--- src/rtl/smart_toilet_pkg.sv ---
// Shared definitions for the smart-toilet dosing controller.
//   CNT_W_DEFAULT     : default width of duration inputs and counters
//   FLUSH_CYC_DEFAULT : default flush phase length in cycles
//   state_e           : controller FSM states
//   phase_after()     : picks the next non-zero phase in the fixed order
//                       DOSE1, DOSE2, DOSE3, MIX, falling back to FLUSH
package smart_toilet_pkg;

  localparam int unsigned CNT_W_DEFAULT     = 16;
  localparam int unsigned FLUSH_CYC_DEFAULT = 64;

  typedef enum logic [2:0] {
    S_IDLE  = 3'd0,
    S_DOSE1 = 3'd1,
    S_DOSE2 = 3'd2,
    S_DOSE3 = 3'd3,
    S_MIX   = 3'd4,
    S_FLUSH = 3'd5,
    S_DONE  = 3'd6
  } state_e;

  // nz[0..3] flag a non-zero duration for DOSE1, DOSE2, DOSE3, MIX.
  // Only phases strictly after 'from' are candidates; IDLE considers all.
  function automatic state_e phase_after(input state_e from, input logic [3:0] nz);
    if (from == S_IDLE && nz[0])                                return S_DOSE1;
    if ((from inside {S_IDLE, S_DOSE1}) && nz[1])                 return S_DOSE2;
    if ((from inside {S_IDLE, S_DOSE1, S_DOSE2}) && nz[2])        return S_DOSE3;
    if ((from inside {S_IDLE, S_DOSE1, S_DOSE2, S_DOSE3}) && nz[3]) return S_MIX;
    return S_FLUSH;
  endfunction

endpackage

--- src/rtl/smart_toilet_dose_ctrl_phase_timer.sv ---
// phase_timer: loadable down-counter that times one controller phase.
//   clk, rst_n  : clock, asynchronous active-low reset
//   load_i      : load load_val_i this edge (start of a new phase)
//   load_val_i  : phase length in cycles (non-zero when loaded)
//   cnt_o       : current count; equals the cycles left in the phase
//   expire_o    : high during the last cycle of the phase (count == 1)
// The counter stops at zero and never wraps.
module phase_timer #(
  parameter int unsigned CNT_W = 16
) (
  input  logic             clk,
  input  logic             rst_n,
  input  logic             load_i,
  input  logic [CNT_W-1:0] load_val_i,
  output logic [CNT_W-1:0] cnt_o,
  output logic             expire_o
);

  logic [CNT_W-1:0] cnt_q, cnt_d;

  always_comb begin
    cnt_d = cnt_q;
    if (load_i) begin
      cnt_d = load_val_i;
    end else if (cnt_q != '0) begin
      cnt_d = cnt_q - 1'b1;
    end
  end

  always_ff @(posedge clk or negedge rst_n) begin
    if (!rst_n) cnt_q <= '0;
    else        cnt_q <= cnt_d;
  end

  assign cnt_o    = cnt_q;
  assign expire_o = (cnt_q == CNT_W'(1));

endmodule

--- src/rtl/smart_toilet_dose_ctrl.sv ---
// smart_toilet_dose_ctrl: sequences three dosing pumps, a mix/settle wait
// and a fixed-length flush, with abort and a sticky error flag.
//   clk, rst_n        : clock, asynchronous active-low reset
//   start             : run request (taken only in IDLE)
//   abort             : cancel request (taken only in DOSE1..3 / MIX)
//   t_dose1..3, t_mix : phase lengths in cycles, 0 skips the phase
//   pump_en[2:0]      : pump enables for solutions 1..3
//   flush_en          : flush valve enable
//   busy, done, err   : run in progress, end-of-run pulse, sticky abort flag
//   state_dbg_o       : current FSM state for observation
// Handshake: start/abort are level-sampled requests; no acknowledge exists,
// a request seen outside its accepting states is simply dropped.
module smart_toilet_dose_ctrl
  import smart_toilet_pkg::*;
#(
  parameter int unsigned CNT_W     = CNT_W_DEFAULT,
  parameter int unsigned FLUSH_CYC = FLUSH_CYC_DEFAULT
) (
  input  logic             clk,
  input  logic             rst_n,
  input  logic             start,
  input  logic             abort,
  input  logic [CNT_W-1:0] t_dose1,
  input  logic [CNT_W-1:0] t_dose2,
  input  logic [CNT_W-1:0] t_dose3,
  input  logic [CNT_W-1:0] t_mix,
  output logic [2:0]       pump_en,
  output logic             flush_en,
  output logic             busy,
  output logic             done,
  output logic             err,
  output state_e           state_dbg_o
);

  state_e           state_q, state_d;
  logic [CNT_W-1:0] t1_q, t2_q, t3_q, tm_q;
  logic [CNT_W-1:0] t1_d, t2_d, t3_d, tm_d;
  logic [CNT_W-1:0] t1_s, t2_s, t3_s, tm_s;
  logic             err_q, err_d;
  logic [2:0]       pump_q, pump_d;
  logic             flush_q, flush_d, busy_q, busy_d, done_q, done_d;
  logic             load;
  logic [CNT_W-1:0] load_val;
  logic [CNT_W-1:0] tmr_cnt;
  logic             tmr_expire;
  logic [3:0]       nz;

  phase_timer #(.CNT_W(CNT_W)) u_timer (
    .clk        (clk),
    .rst_n      (rst_n),
    .load_i     (load),
    .load_val_i (load_val),
    .cnt_o      (tmr_cnt),
    .expire_o   (tmr_expire)
  );

  // In IDLE the live inputs pick the first phase; during a run only the
  // values captured at start matter, so input changes have no effect.
  always_comb begin
    if (state_q == S_IDLE) begin
      t1_s = t_dose1; t2_s = t_dose2; t3_s = t_dose3; tm_s = t_mix;
    end else begin
      t1_s = t1_q;    t2_s = t2_q;    t3_s = t3_q;    tm_s = tm_q;
    end
    nz = {|tm_s, |t3_s, |t2_s, |t1_s};
  end

  always_comb begin
    state_d = state_q;
    err_d   = err_q;
    t1_d    = t1_q;
    t2_d    = t2_q;
    t3_d    = t3_q;
    tm_d    = tm_q;
    load    = 1'b0;
    unique case (state_q)
      S_IDLE: begin
        // start wins over abort here because abort is not looked at
        if (start) begin
          t1_d    = t_dose1;
          t2_d    = t_dose2;
          t3_d    = t_dose3;
          tm_d    = t_mix;
          err_d   = 1'b0;
          state_d = phase_after(S_IDLE, nz);
          load    = 1'b1;
        end
      end
      S_DOSE1, S_DOSE2, S_DOSE3, S_MIX: begin
        if (abort) begin
          state_d = S_FLUSH;
          err_d   = 1'b1;
          load    = 1'b1;
        end else if (tmr_expire) begin
          state_d = phase_after(state_q, nz);
          load    = 1'b1;
        end
      end
      S_FLUSH: if (tmr_expire) state_d = S_DONE;
      S_DONE:  state_d = S_IDLE;
      default: state_d = S_IDLE;
    endcase
  end

  always_comb begin
    unique case (state_d)
      S_DOSE1: load_val = t1_s;
      S_DOSE2: load_val = t2_s;
      S_DOSE3: load_val = t3_s;
      S_MIX:   load_val = tm_s;
      default: load_val = CNT_W'(FLUSH_CYC);
    endcase
  end

  // Outputs are decoded from the next state so they register alongside it.
  always_comb begin
    pump_d  = {state_d == S_DOSE3, state_d == S_DOSE2, state_d == S_DOSE1};
    flush_d = (state_d == S_FLUSH);
    busy_d  = (state_d inside {S_DOSE1, S_DOSE2, S_DOSE3, S_MIX, S_FLUSH});
    done_d  = (state_d == S_DONE);
  end

  always_ff @(posedge clk or negedge rst_n) begin
    if (!rst_n) begin
      state_q <= S_IDLE;
      err_q   <= 1'b0;
      t1_q    <= '0;
      t2_q    <= '0;
      t3_q    <= '0;
      tm_q    <= '0;
      pump_q  <= '0;
      flush_q <= 1'b0;
      busy_q  <= 1'b0;
      done_q  <= 1'b0;
    end else begin
      state_q <= state_d;
      err_q   <= err_d;
      t1_q    <= t1_d;
      t2_q    <= t2_d;
      t3_q    <= t3_d;
      tm_q    <= tm_d;
      pump_q  <= pump_d;
      flush_q <= flush_d;
      busy_q  <= busy_d;
      done_q  <= done_d;
    end
  end

  assign pump_en     = pump_q;
  assign flush_en    = flush_q;
  assign busy        = busy_q;
  assign done        = done_q;
  assign err         = err_q;
  assign state_dbg_o = state_q;

endmodule

--- config.mk ---
export PLATFORM = sky130hd
export DESIGN_NAME = smart_toilet_dose_ctrl
export DESIGN_NICKNAME = d
export VERILOG_FILES = /design/src/rtl/smart_toilet_pkg.sv /design/src/rtl/smart_toilet_dose_ctrl_phase_timer.sv /design/src/rtl/smart_toilet_dose_ctrl.sv
export SDC_FILE = /design/constraint.sdc
export NUM_CORES = 1
export LEC_CHECK = 0
export ABC_AREA = 1
export CORE_MARGIN = 1
export CORE_UTILIZATION = 61
export DETAILED_ROUTE_END_ITERATION = 10
export PLACE_DENSITY = 0.87
export SYNTH_ARGS = -nofsm -noshare
export SYNTH_HDL_FRONTEND = slang
export SYNTH_SLANG_ARGS = --single-unit
--- constraint.sdc ---
create_clock -name clk -period 5.4 [get_ports clk]
set_clock_uncertainty 0.1 [all_clocks]
set_input_delay 0.81 -clock clk [delete_from_list [all_inputs] [get_ports clk]]
set_output_delay 0.81 -clock clk [all_outputs]
set_load 0.02 [all_outputs]
==> flow_metrics.py, run 1 <==
metrics = {
    "status": {
        "status": "finished, final reports clean",
    },
    "final_layout": {
        "fin_nets": 1069,
        "nFillCells": 828,
        "final_common_cell": "nand2_1",
        "drive_gt1_share_pct": 3.589,
        "num_antenna_cells": 0,
        "final_cell_mix": "391 x nand2_1, 111 x nand3_1, 94 x inv_1",
        "area_growth_pct": 16.97,
        "fin_area_mm2": 0.007002,
    },
    "routing": {
        "num_vias": 6274,
        "drtIter0Drc": 641,
        "wire_per_inst_um": 14.33,
        "dr.pass1.iters": 6,
        "drt-total-wl_mm": 16.22,
        "drc": 0,
        "ant_nets": 0,
        "via_per_inst": 5.542,
    },
    "global_route": {
        "grt_pass1_vias": 5396,
        "grtUsageMet1_pct": 49.62,
        "use_met2_pct": 48.61,
        "grt_pass1_wl_mm": 26.30,
        "met3_usage_pct": 5.409,
        "busiest_layer": "met1",
        "globalRouteOverflowTotal": 0,
        "grt_usage_pct": 33.06,
        "antenna_found_initial": 0,
        "grt_max_degree": 71,
    },
    "synth": {
        "synth_edf_count": 0,
        "synth_area_leaders": "dfrtp_1 38%, nand2_1 25%, nand3_1 9.3%",
        "netlist.area_leader.share_pct": 37.63,
        "syn_avg_cell_area_um2": 6.281,
        "synth_nets": 1023,
        "synth-seq-cells": 90,
        "synth_top_cell_by_area": "dfrtp_1",
        "synth_top_family_by_area": "simple AND/OR/NAND/NOR gates",
        "ys.flop_type": "dfrtp_1",
        "synth-async-reset-ratio_pct": 100.0,
        "seq_area_frac_synth_pct": 37.63,
        "synth-simple-area-share_pct": 42.62,
        "synth_cell_type_count": 26,
        "synth_xor_area_share_pct": 1.171,
        "synth_cells": 953,
        "synth-compound-area-share_pct": 7.985,
        "synthMuxAreaShare_pct": 0,
        "synth_fa_ha_area_share_pct": 0.4181,
        "yosys_warnings": 0,
        "syn_area_mm2": 0.005986,
    },
    "setup_path": {
        "crit_fanout": 65,
        "crit_slowest_cell": "nor3_1",
        "reg2reg_slack_ps": 1130,
        "endpoint_kind": "flop",
        "start_kind": "flop",
        "slowest_delay_ps": 690,
        "path_cells": "inv_2 -> nand2_2 -> inv_1 -> nand2_2 -> buf_4 -> nand2_1 -> nor3_1 -> inv_1 -> nor2_1 -> a21oi_1",
        "r2r_cells": 10,
        "regToRegEndpoint": "u_timer.cnt_o[0]$_DFFE_PN0P_",
        "worstPathRequired_ps": 5550,
        "critPathKind": "reg2reg",
        "worst_ep_arrival_time_ps": 4420,
        "timing.rr.start": "state_dbg_o[2]$_DFF_PN0_",
    },
    "flow_run": {
        "maxCapViolations": 0,
    },
    "cts": {
        "worstSkewPairLatency_ps": 370,
        "clk_transition_reported_paths_ps": 90,
        "max-clock-path-buffers": 2,
        "root_buffer": "clkbuf_8",
        "cts_buffers": 9,
        "cts.sinks": 90,
        "post-cts-setup-buffer-count": 0,
        "ctsHoldBuffers": 0,
        "cts_resized": 0,
        "cts_tree": "built",
        "h-tree-depth": 3,
    },
    "sta": {
        "rsz0062_at_grt": "no",
        "fin_ws_ps": 1131,
        "finalCritPeriodShare_pct": 79.06,
        "slew_violations": 0,
        "fin_tns_setup_ps": 0,
        "timing.fmax_ghz": 0.2342,
        "tightest_slew_ps": 1260,
        "slew_headroom_pct": 16.00,
        "period_minus_slack_ps": 4269,
        "setup_viol": 0,
        "final-hold-violation-count": 0,
        "whs_ps": 325.8,
    },
    "floorplanning": {
        "core_region_area_mm2": 0.009371,
        "start_util_pct": 63.87,
        "dieHeight_um": 101.1,
        "rows": 35,
        "die_w_um": 101.1,
        "dieArea_mm2": 0.01021,
        "pin_count": 78,
    },
    "power": {
        "p_leak_nw": 3.762,
        "p_total_mw": 3.845,
        "ir_worst_vdd_mv": 0.2512,
        "p_per_area_mw_per_mm2": 549.1,
    },
    "placement": {
        "io_buffers": 77,
        "routabilityCongestion": 0.9613,
        "dp_hpwl_mm": 11.37,
        "placed_cell_area_mm2": 0.006746,
        "dpl_worst_slack_ps": 1237,
    },
    "min_path": {
        "holdCritPathClass": "in2async",
    },
}
worst max-delay path, delay by kind of cell, from the launching register on:
kind	cells	cell delay, ps
AND/OR/NAND/NOR	5	2380
buffers and inverters	4	1100
flip-flops	1	500
AO/OA/AOI/OAI	1	50
cell usage after synthesis, types with 2 or more instances:
master	count
inv_1	94
buf_4	3
ha_1	2
buf_6	3
nor3_1	6
a21oi_1	26
dfrtp_1	90
inv_2	2
buf_1	4
buf_2	16
nand4_1	29
nand3_1	111
xnor2_1	5
nand2_1	393
o21ai_1	22
nor2_1	68
o21ai_0	41
xor2_1	3
nor2_4	3
clkbuf_1	25
nand2_2	2
cell type report:
cell class	count	area (um2)	area share, %
clock buffer	10	127.6	1.823
multi-input combinational	715	3133	44.75
sequential	90	2252	32.17
tap	129	161.4	2.305
timing repair buffer	86	835.8	11.94
clock inverter	5	127.6	1.823
inverter	97	364.1	5.200
flip-flops by register name (all words and copies together), names as in the netlist:
register       count
t1_q              16
t2_q              16
t3_q              16
tm_q              16
u_timer.cnt_o     16
pump_en            3
state_dbg_o        3
busy               1
done               1
err                1
flush_en           1
metal layers:
layer / vias up / routed length (um)
met3: 40 / 1532
met2: 341 / 7008
met1: 2798 / 7239
li1: 3095 / -
met4: 0 / 440
met5: - / 0
logic make-up (layout without fill, tap and decap cells):
kind of cell | Yosys count | count (layout)
AND/OR/NAND/NOR | 613 | 613
buffers and inverters | 148 | 198
AO/OA/AOI/OAI | 92 | 92
flip-flops | 90 | 90
XOR/XNOR | 8 | 8
adder cells (fa/ha/maj) | 2 | 2
worst max-delay path by stage:
stage | start | end | slack, ps | cells after the start
finish | state_dbg_o[2]$_DFF_PN0_ | u_timer.cnt_o[0]$_DFFE_PN0P_ | 1130 | 10
global route | state_dbg_o[2]$_DFF_PN0_ | u_timer.cnt_o[0]$_DFFE_PN0P_ | 790 | 10
CTS | state_dbg_o[2]$_DFF_PN0_ | u_timer.cnt_o[1]$_DFFE_PN0P_ | 1200 | 10
detailed placement | state_dbg_o[2]$_DFF_PN0_ | u_timer.cnt_o[0]$_DFFE_PN0P_ | 1240 | 10
global placement | state_dbg_o[2]$_DFF_PN0_ | u_timer.cnt_o[1]$_DFFE_PN0P_ | 1240 | 10
floorplan | state_dbg_o[0]$_DFF_PN0_ | u_timer.cnt_o[6]$_DFFE_PN0P_ | 2640 | 17
where the power goes:
group	total [mW]	switching [mW]	internal [mW]
clock network	0.598	0.246	0.352
registers	1.14	0.176	0.960
logic	2.11	1.43	0.676
total	3.84	1.86	1.99
per-stage QoR:
step / cells / utilization, %
global placement: 1117 / 71.99
detailed placement: 1117 / 71.99
floorplan: 953 / -
finish: 1132 / 74.71
CTS: 1132 / 74.71
global route: 1132 / 74.71
Note: power is estimated with default switching activity, not from simulation.
==> inputs of run 2 (changes only) <==
--- a/config.mk
+++ b/config.mk
@@ -7,9 +7,9 @@
 export LEC_CHECK = 0
 export ABC_AREA = 1
 export CORE_MARGIN = 1
-export CORE_UTILIZATION = 61
+export CORE_UTILIZATION = 56
 export DETAILED_ROUTE_END_ITERATION = 10
-export PLACE_DENSITY = 0.87
+export PLACE_DENSITY = 0.81
 export SYNTH_ARGS = -nofsm -noshare
 export SYNTH_HDL_FRONTEND = slang
 export SYNTH_SLANG_ARGS = --single-unit
==> constraint.sdc (replaced) <==
create_clock -name clk -period 4 [get_ports clk]
set_clock_uncertainty 0.1 [all_clocks]
set_input_delay 0.6 -clock clk [delete_from_list [all_inputs] [get_ports clk]]
set_output_delay 0.6 -clock clk [all_outputs]
set_load 0.02 [all_outputs]
==> run 2 against run 1 <==
Effect of this change:
- final area down 0.14%
- clock-buffer cell count grew 1
- sequential power up 35%
- critical path depth grew 10
- total power increased by 30%
- critical path type unchanged
==> flow_metrics.py, run 2 (same netlist as run 1, synthesis figures left out) <==
metrics = {
    "status": {
        "status": "finished, final reports clean",
    },
    "final_layout": {
        "area_growth_pct": 16.81,
        "drive_gt1_share_pct": 4.253,
        "num_antenna_cells": 0,
        "fin_area_mm2": 0.006992,
        "fin_nets": 1076,
        "final_common_cell": "nand2_1",
        "fin_util_pct": 67.73,
        "final_cell_mix": "391 x nand2_1, 111 x nand3_1, 94 x inv_1",
    },
    "floorplanning": {
        "dieArea_mm2": 0.01111,
        "start_util_pct": 57.98,
        "pin_count": 78,
        "rows": 37,
        "dieHeight_um": 105.4,
        "core_region_area_mm2": 0.01032,
        "die_w_um": 105.4,
    },
    "cts": {
        "cts_tree": "built",
        "worstSkewPairLatency_ps": 380,
        "cts_buffers": 9,
        "h-tree-depth": 3,
        "ctsHoldBuffers": 0,
        "cts_resized": 0,
        "cts.sinks": 90,
        "max-clock-path-buffers": 2,
        "root_buffer": "clkbuf_8",
        "post-cts-setup-buffer-count": 0,
        "clk_transition_reported_paths_ps": 100,
    },
    "routing": {
        "wl_met1_mm": 7.745,
        "drc": 0,
        "wl_met3_mm": 1.298,
        "drt-total-wl_mm": 16.39,
        "top_layer": "met4",
        "via_per_inst": 5.402,
        "wire_per_inst_um": 14.29,
        "met2_length_mm": 6.890,
        "num_vias": 6196,
        "ant_nets": 0,
        "drtIter0Drc": 475,
        "dr.pass1.iters": 5,
    },
    "placement": {
        "placed_cell_area_mm2": 0.006820,
        "dp_hpwl_mm": 11.74,
        "io_buffers": 77,
        "dpl_worst_slack_ps": 406.2,
        "routabilityCongestion": 0.9340,
    },
    "setup_path": {
        "endpoint_kind": "flop",
        "crit_fanout": 52,
        "worstPathRequired_ps": 4210,
        "reg2reg_slack_ps": 300,
        "worst_ep_arrival_time_ps": 3910,
        "critPathKind": "reg2reg",
        "start_kind": "flop",
    },
    "sta": {
        "tightest_slew_ps": 852.9,
        "slew_headroom_pct": 43.14,
        "timing.fmax_ghz": 0.2703,
        "fin_ws_ps": 300.2,
        "finalCritPeriodShare_pct": 92.50,
        "period_minus_slack_ps": 3700,
        "rsz0062_at_grt": "no",
        "slew_violations": 0,
        "final-hold-violation-count": 0,
        "setup_viol": 0,
        "whs_ps": 236.4,
        "fin_tns_setup_ps": 0,
    },
    "global_route": {
        "grt_max_degree": 84,
        "globalRouteOverflowTotal": 0,
        "grt_usage_pct": 30.84,
        "grt_pass1_wl_mm": 26.85,
        "antenna_found_initial": 0,
        "grt_pass1_vias": 5275,
    },
    "power": {
        "ir_worst_vdd_mv": 0.3322,
        "swShare_pct": 50.59,
        "seqPwrFrac_pct": 30.7,
        "internal_power_mw": 2.478,
        "p_per_area_mw_per_mm2": 717.3,
        "combPwrFrac_pct": 57.7,
        "p_leak_nw": 3.757,
        "clockPowerShare_pct": 11.6,
        "power_switching_mw": 2.537,
    },
    "min_path": {
        "holdCritPathClass": "in2async",
    },
    "flow_run": {
        "maxCapViolations": 0,
    },
}
[run 2: cell count changes in the layout (fill, tap and decap cells not counted)]
cell | before | now
buf_12 | 0 | 1
buf_4 | 10 | 16
bufinv_16 | 4 | 0
clkbuf_1 | 1 | 2
clkinv_4 | 0 | 1
clkinvlp_4 | 1 | 3
inv_6 | 0 | 1
[run 2: stage by stage]
step,instances,power [mW]
detailed placement,1131,4.387
floorplan,953,3.640
finish,1147,5.015
CTS,1147,4.975
global placement,1131,4.354
global route,1147,5.464
[run 2: final timing paths]
check | from | to | cells after the start
setup / recovery | state_dbg_o[1]$_DFF_PN0_ | u_timer.cnt_o[9]$_DFFE_PN0P_ | 20
hold / removal | rst_n | tm_q[12]$_DFFE_PN0P_ | 1
setup reg to reg | state_dbg_o[1]$_DFF_PN0_ | u_timer.cnt_o[9]$_DFFE_PN0P_ | 20
hold reg to reg | err$_DFFE_PN0P_ | err$_DFFE_PN0P_ | 2
max in group asynchronous | rst_n | state_dbg_o[0]$_DFF_PN0_ | 2
min in group clk | err$_DFFE_PN0P_ | err$_DFFE_PN0P_ | 2
[run 2: metal layers]
metal  track usage (%)  vias to the layer above
met1             47.43                     2777
met2             42.06                      279
li1                  -                     3104
met5                 0                        -
met3             6.679                       36
met4             11.17                        0
[run 2: critical path, cell delays in order, from the launching register on]
cell and delay (ps):
dfrtp_1 500, nor2_4 140, buf_4 470, buf_4 330
nand3_1 90, nand2_1 120, nand2_1 70, nor2_1 100
nand2_1 60, nor2_1 110, nor2_1 60, nand2_1 80
nand2_1 50, nand2_1 50, nand2_1 60, nand2_2 320
buf_4 310, nand4_1 200, nand2_1 180, o21ai_1 90
a21oi_1 130
[run 2: area by class of cell]
type	count	area, um2
Tap cell	136	170.2
Clock inverter	5	40.04
Inverter	97	364.1
Multi-Input combinational cell	715	3133
Clock buffer	11	131.4
Sequential cell	90	2252
Timing Repair Buffer	93	900.9
Fill cell	946	3332
[run 2: power by group through the flow]
stage / registers, mW / logic, mW / clock network, mW
global route: 1.59 / 3.24 / 0.635
detailed placement: 1.55 / 2.84 / 0
global placement: 1.54 / 2.81 / 0
finish: 1.54 / 2.89 / 0.584
CTS: 1.53 / 2.85 / 0.594
floorplan: 1.52 / 2.12 / 0
==> inputs of run 3 (changes only) <==
--- a/config.mk
+++ b/config.mk
@@ -6,10 +6,13 @@
 export NUM_CORES = 1
 export LEC_CHECK = 0
 export ABC_AREA = 1
+export CAP_MARGIN = 20
 export CORE_MARGIN = 1
 export CORE_UTILIZATION = 56
 export DETAILED_ROUTE_END_ITERATION = 10
+export MAX_ROUTING_LAYER = met4
 export PLACE_DENSITY = 0.81
+export SLEW_MARGIN = 30
 export SYNTH_ARGS = -nofsm -noshare
 export SYNTH_HDL_FRONTEND = slang
 export SYNTH_SLANG_ARGS = --single-unit
==> run 3 against run 2 <==
Effect of this change:
- routed wire length increased by 0.88%
- hold slack got worse by 18 ps
- non-clock buffer count decreased by 1
- utilization increased by 0.073 points
- setup slack improved by 62 ps
- first-iteration DRC count increased by 34%
- sequential share of layout area about the same
- fmax increased by 1.7%
- via count decreased by 0.18%
- combinational power about the same
- register-to-register slack improved by 60 ps
- die area unchanged
- largest cell class unchanged
==> flow_metrics.py, run 3 (same netlist as run 1, synthesis figures left out) <==
metrics = {
    "status": {
        "status": "finished, final reports clean",
    },
    "cts": {
        "h-tree-depth": 3,
        "max-clock-path-buffers": 2,
        "cts_tree": "built",
        "cts_buffers": 9,
        "worstSkewPairLatency_ps": 390,
        "cts.sinks": 90,
        "root_buffer": "clkbuf_8",
        "ctsHoldBuffers": 0,
        "clk_transition_reported_paths_ps": 90,
    },
    "global_route": {
        "antenna_found_initial": 0,
        "grt_pass1_vias": 5589,
        "grt_usage_pct": 32.86,
        "grt_pass1_wl_mm": 27.83,
        "globalRouteOverflowTotal": 0,
        "grt_max_degree": 71,
    },
    "setup_path": {
        "r2r_cells": 18,
        "start_kind": "flop",
        "crit_path_start": "state_dbg_o[0]$_DFF_PN0_",
        "timing.rr.start": "state_dbg_o[0]$_DFF_PN0_",
        "regToRegEndpoint": "u_timer.cnt_o[9]$_DFFE_PN0P_",
        "reg2reg_slack_ps": 360,
        "worst_ep_arrival_time_ps": 3790,
        "crit_fanout": 42,
        "worstPathRequired_ps": 4160,
        "critPathKind": "reg2reg",
        "endpoint_kind": "flop",
    },
    "final_layout": {
        "area_growth_pct": 16.93,
        "drive_gt1_share_pct": 4.163,
        "final_common_cell": "nand2_1",
        "fin_util_pct": 67.80,
        "fin_nets": 1075,
        "nFillCells": 948,
        "multi_input_area_mm2": 0.003133,
        "final_cell_mix": "391 x nand2_1, 111 x nand3_1, 94 x inv_1",
        "regArea_mm2": 0.002252,
        "num_antenna_cells": 0,
    },
    "floorplanning": {
        "die_w_um": 105.4,
        "dieArea_mm2": 0.01111,
        "rows": 37,
        "pin_count": 78,
        "dieHeight_um": 105.4,
        "core_region_area_mm2": 0.01032,
        "start_util_pct": 57.98,
    },
    "sta": {
        "finalCritPeriodShare_pct": 90.94,
        "period_minus_slack_ps": 3638,
        "slew_headroom_pct": 41.55,
        "timing.fmax_ghz": 0.2749,
        "tightest_slew_ps": 876.8,
        "fin_ws_ps": 362.4,
        "setup_viol": 0,
        "slew_violations": 0,
        "whs_ps": 218.0,
        "rsz0062_at_grt": "no",
        "final-hold-violation-count": 0,
        "fin_tns_setup_ps": 0,
    },
    "power": {
        "seqPwrFrac_pct": 30.8,
        "p_per_area_mw_per_mm2": 715.9,
        "internal_power_mw": 2.508,
        "swShare_pct": 49.95,
        "p_leak_nw": 3.774,
        "combPwrFrac_pct": 57.7,
        "ir_worst_vdd_mv": 0.3804,
        "power_switching_mw": 2.503,
        "clockPowerShare_pct": 11.5,
    },
    "routing": {
        "dr.pass1.iters": 5,
        "num_vias": 6185,
        "wire_per_inst_um": 14.44,
        "ant_nets": 0,
        "drt-total-wl_mm": 16.53,
        "drc": 0,
        "drtIter0Drc": 635,
        "via_per_inst": 5.402,
    },
    "placement": {
        "dpl_worst_slack_ps": 471.7,
        "io_buffers": 77,
        "routabilityCongestion": 0.9636,
        "dp_hpwl_mm": 11.91,
    },
    "flow_run": {
        "maxCapViolations": 0,
    },
    "min_path": {
        "holdCritPathClass": "in2async",
    },
}
-- run 3: worst max path at each step --
stage | end | slack, ps | depth (start not counted)
after CTS | u_timer.cnt_o[9]$_DFFE_PN0P_ | 440 | 18
after global placement | u_timer.cnt_o[7]$_DFFE_PN0P_ | 540 | 18
after global routing | u_timer.cnt_o[5]$_DFFE_PN0P_ | 8 | 17
after floorplan | u_timer.cnt_o[6]$_DFFE_PN0P_ | 1240 | 17
final | u_timer.cnt_o[9]$_DFFE_PN0P_ | 360 | 18
after detailed placement | u_timer.cnt_o[5]$_DFFE_PN0P_ | 470 | 17
-- run 3: cell type report --
class / count / share of cell area (%)
timing repair buffer: 92 / 13.00
clock inverter: 3 / 0.2145
multi-input combinational: 715 / 44.76
tap: 136 / 2.431
inverter: 97 / 5.202
sequential: 90 / 32.18
clock buffer: 12 / 2.217
-- run 3: timing repair --
action / in CTS / in global routing
gates resized for setup: 0 / 1
setup buffers: 0 / 0
endpoints found under the setup margin: 0 / 1
-- run 3: power groups by stage --
stage                     logic, mW  registers, mW  clock network [mW]
after floorplan                2.12           1.52                   0
after global placement         2.80           1.54                   0
after detailed placement       2.85           1.55                   0
after CTS                      2.85           1.54               0.583
after global routing           3.28           1.59               0.630
final                          2.89           1.55               0.574
-- run 3: per-stage QoR --
step / cell area [um2] / cells / power (mW)
after floorplan: 5986 / 953 / 3.640
after global placement: 6825 / 1130 / 4.335
after detailed placement: 6825 / 1130 / 4.393
after CTS: 6995 / 1145 / 4.973
after global routing: 6999 / 1145 / 5.502
final: 6999 / 1145 / 5.011
-- run 3: critical path: stages (launching register included) --
cell and delay, ps:
dfrtp_1 470, nor2_4 150, nand2_2 320, buf_12 320, o21ai_1 200, nand2_1 80, nor2_1 100, nand2_1 80
nor2_1 180, nand2_1 90, nand2_1 60, nand2_1 40, a21oi_1 150, nand2_2 250, buf_4 300, nand4_1 170
nand2_1 120, o21ai_1 220, a21oi_1 100
-- run 3: routing by layer --
metal	global-route usage, %	wire (um)
met2	46.90	7345
met4	9.859	250
met1	46.66	7532
met5	-	0
met3	7.174	1403
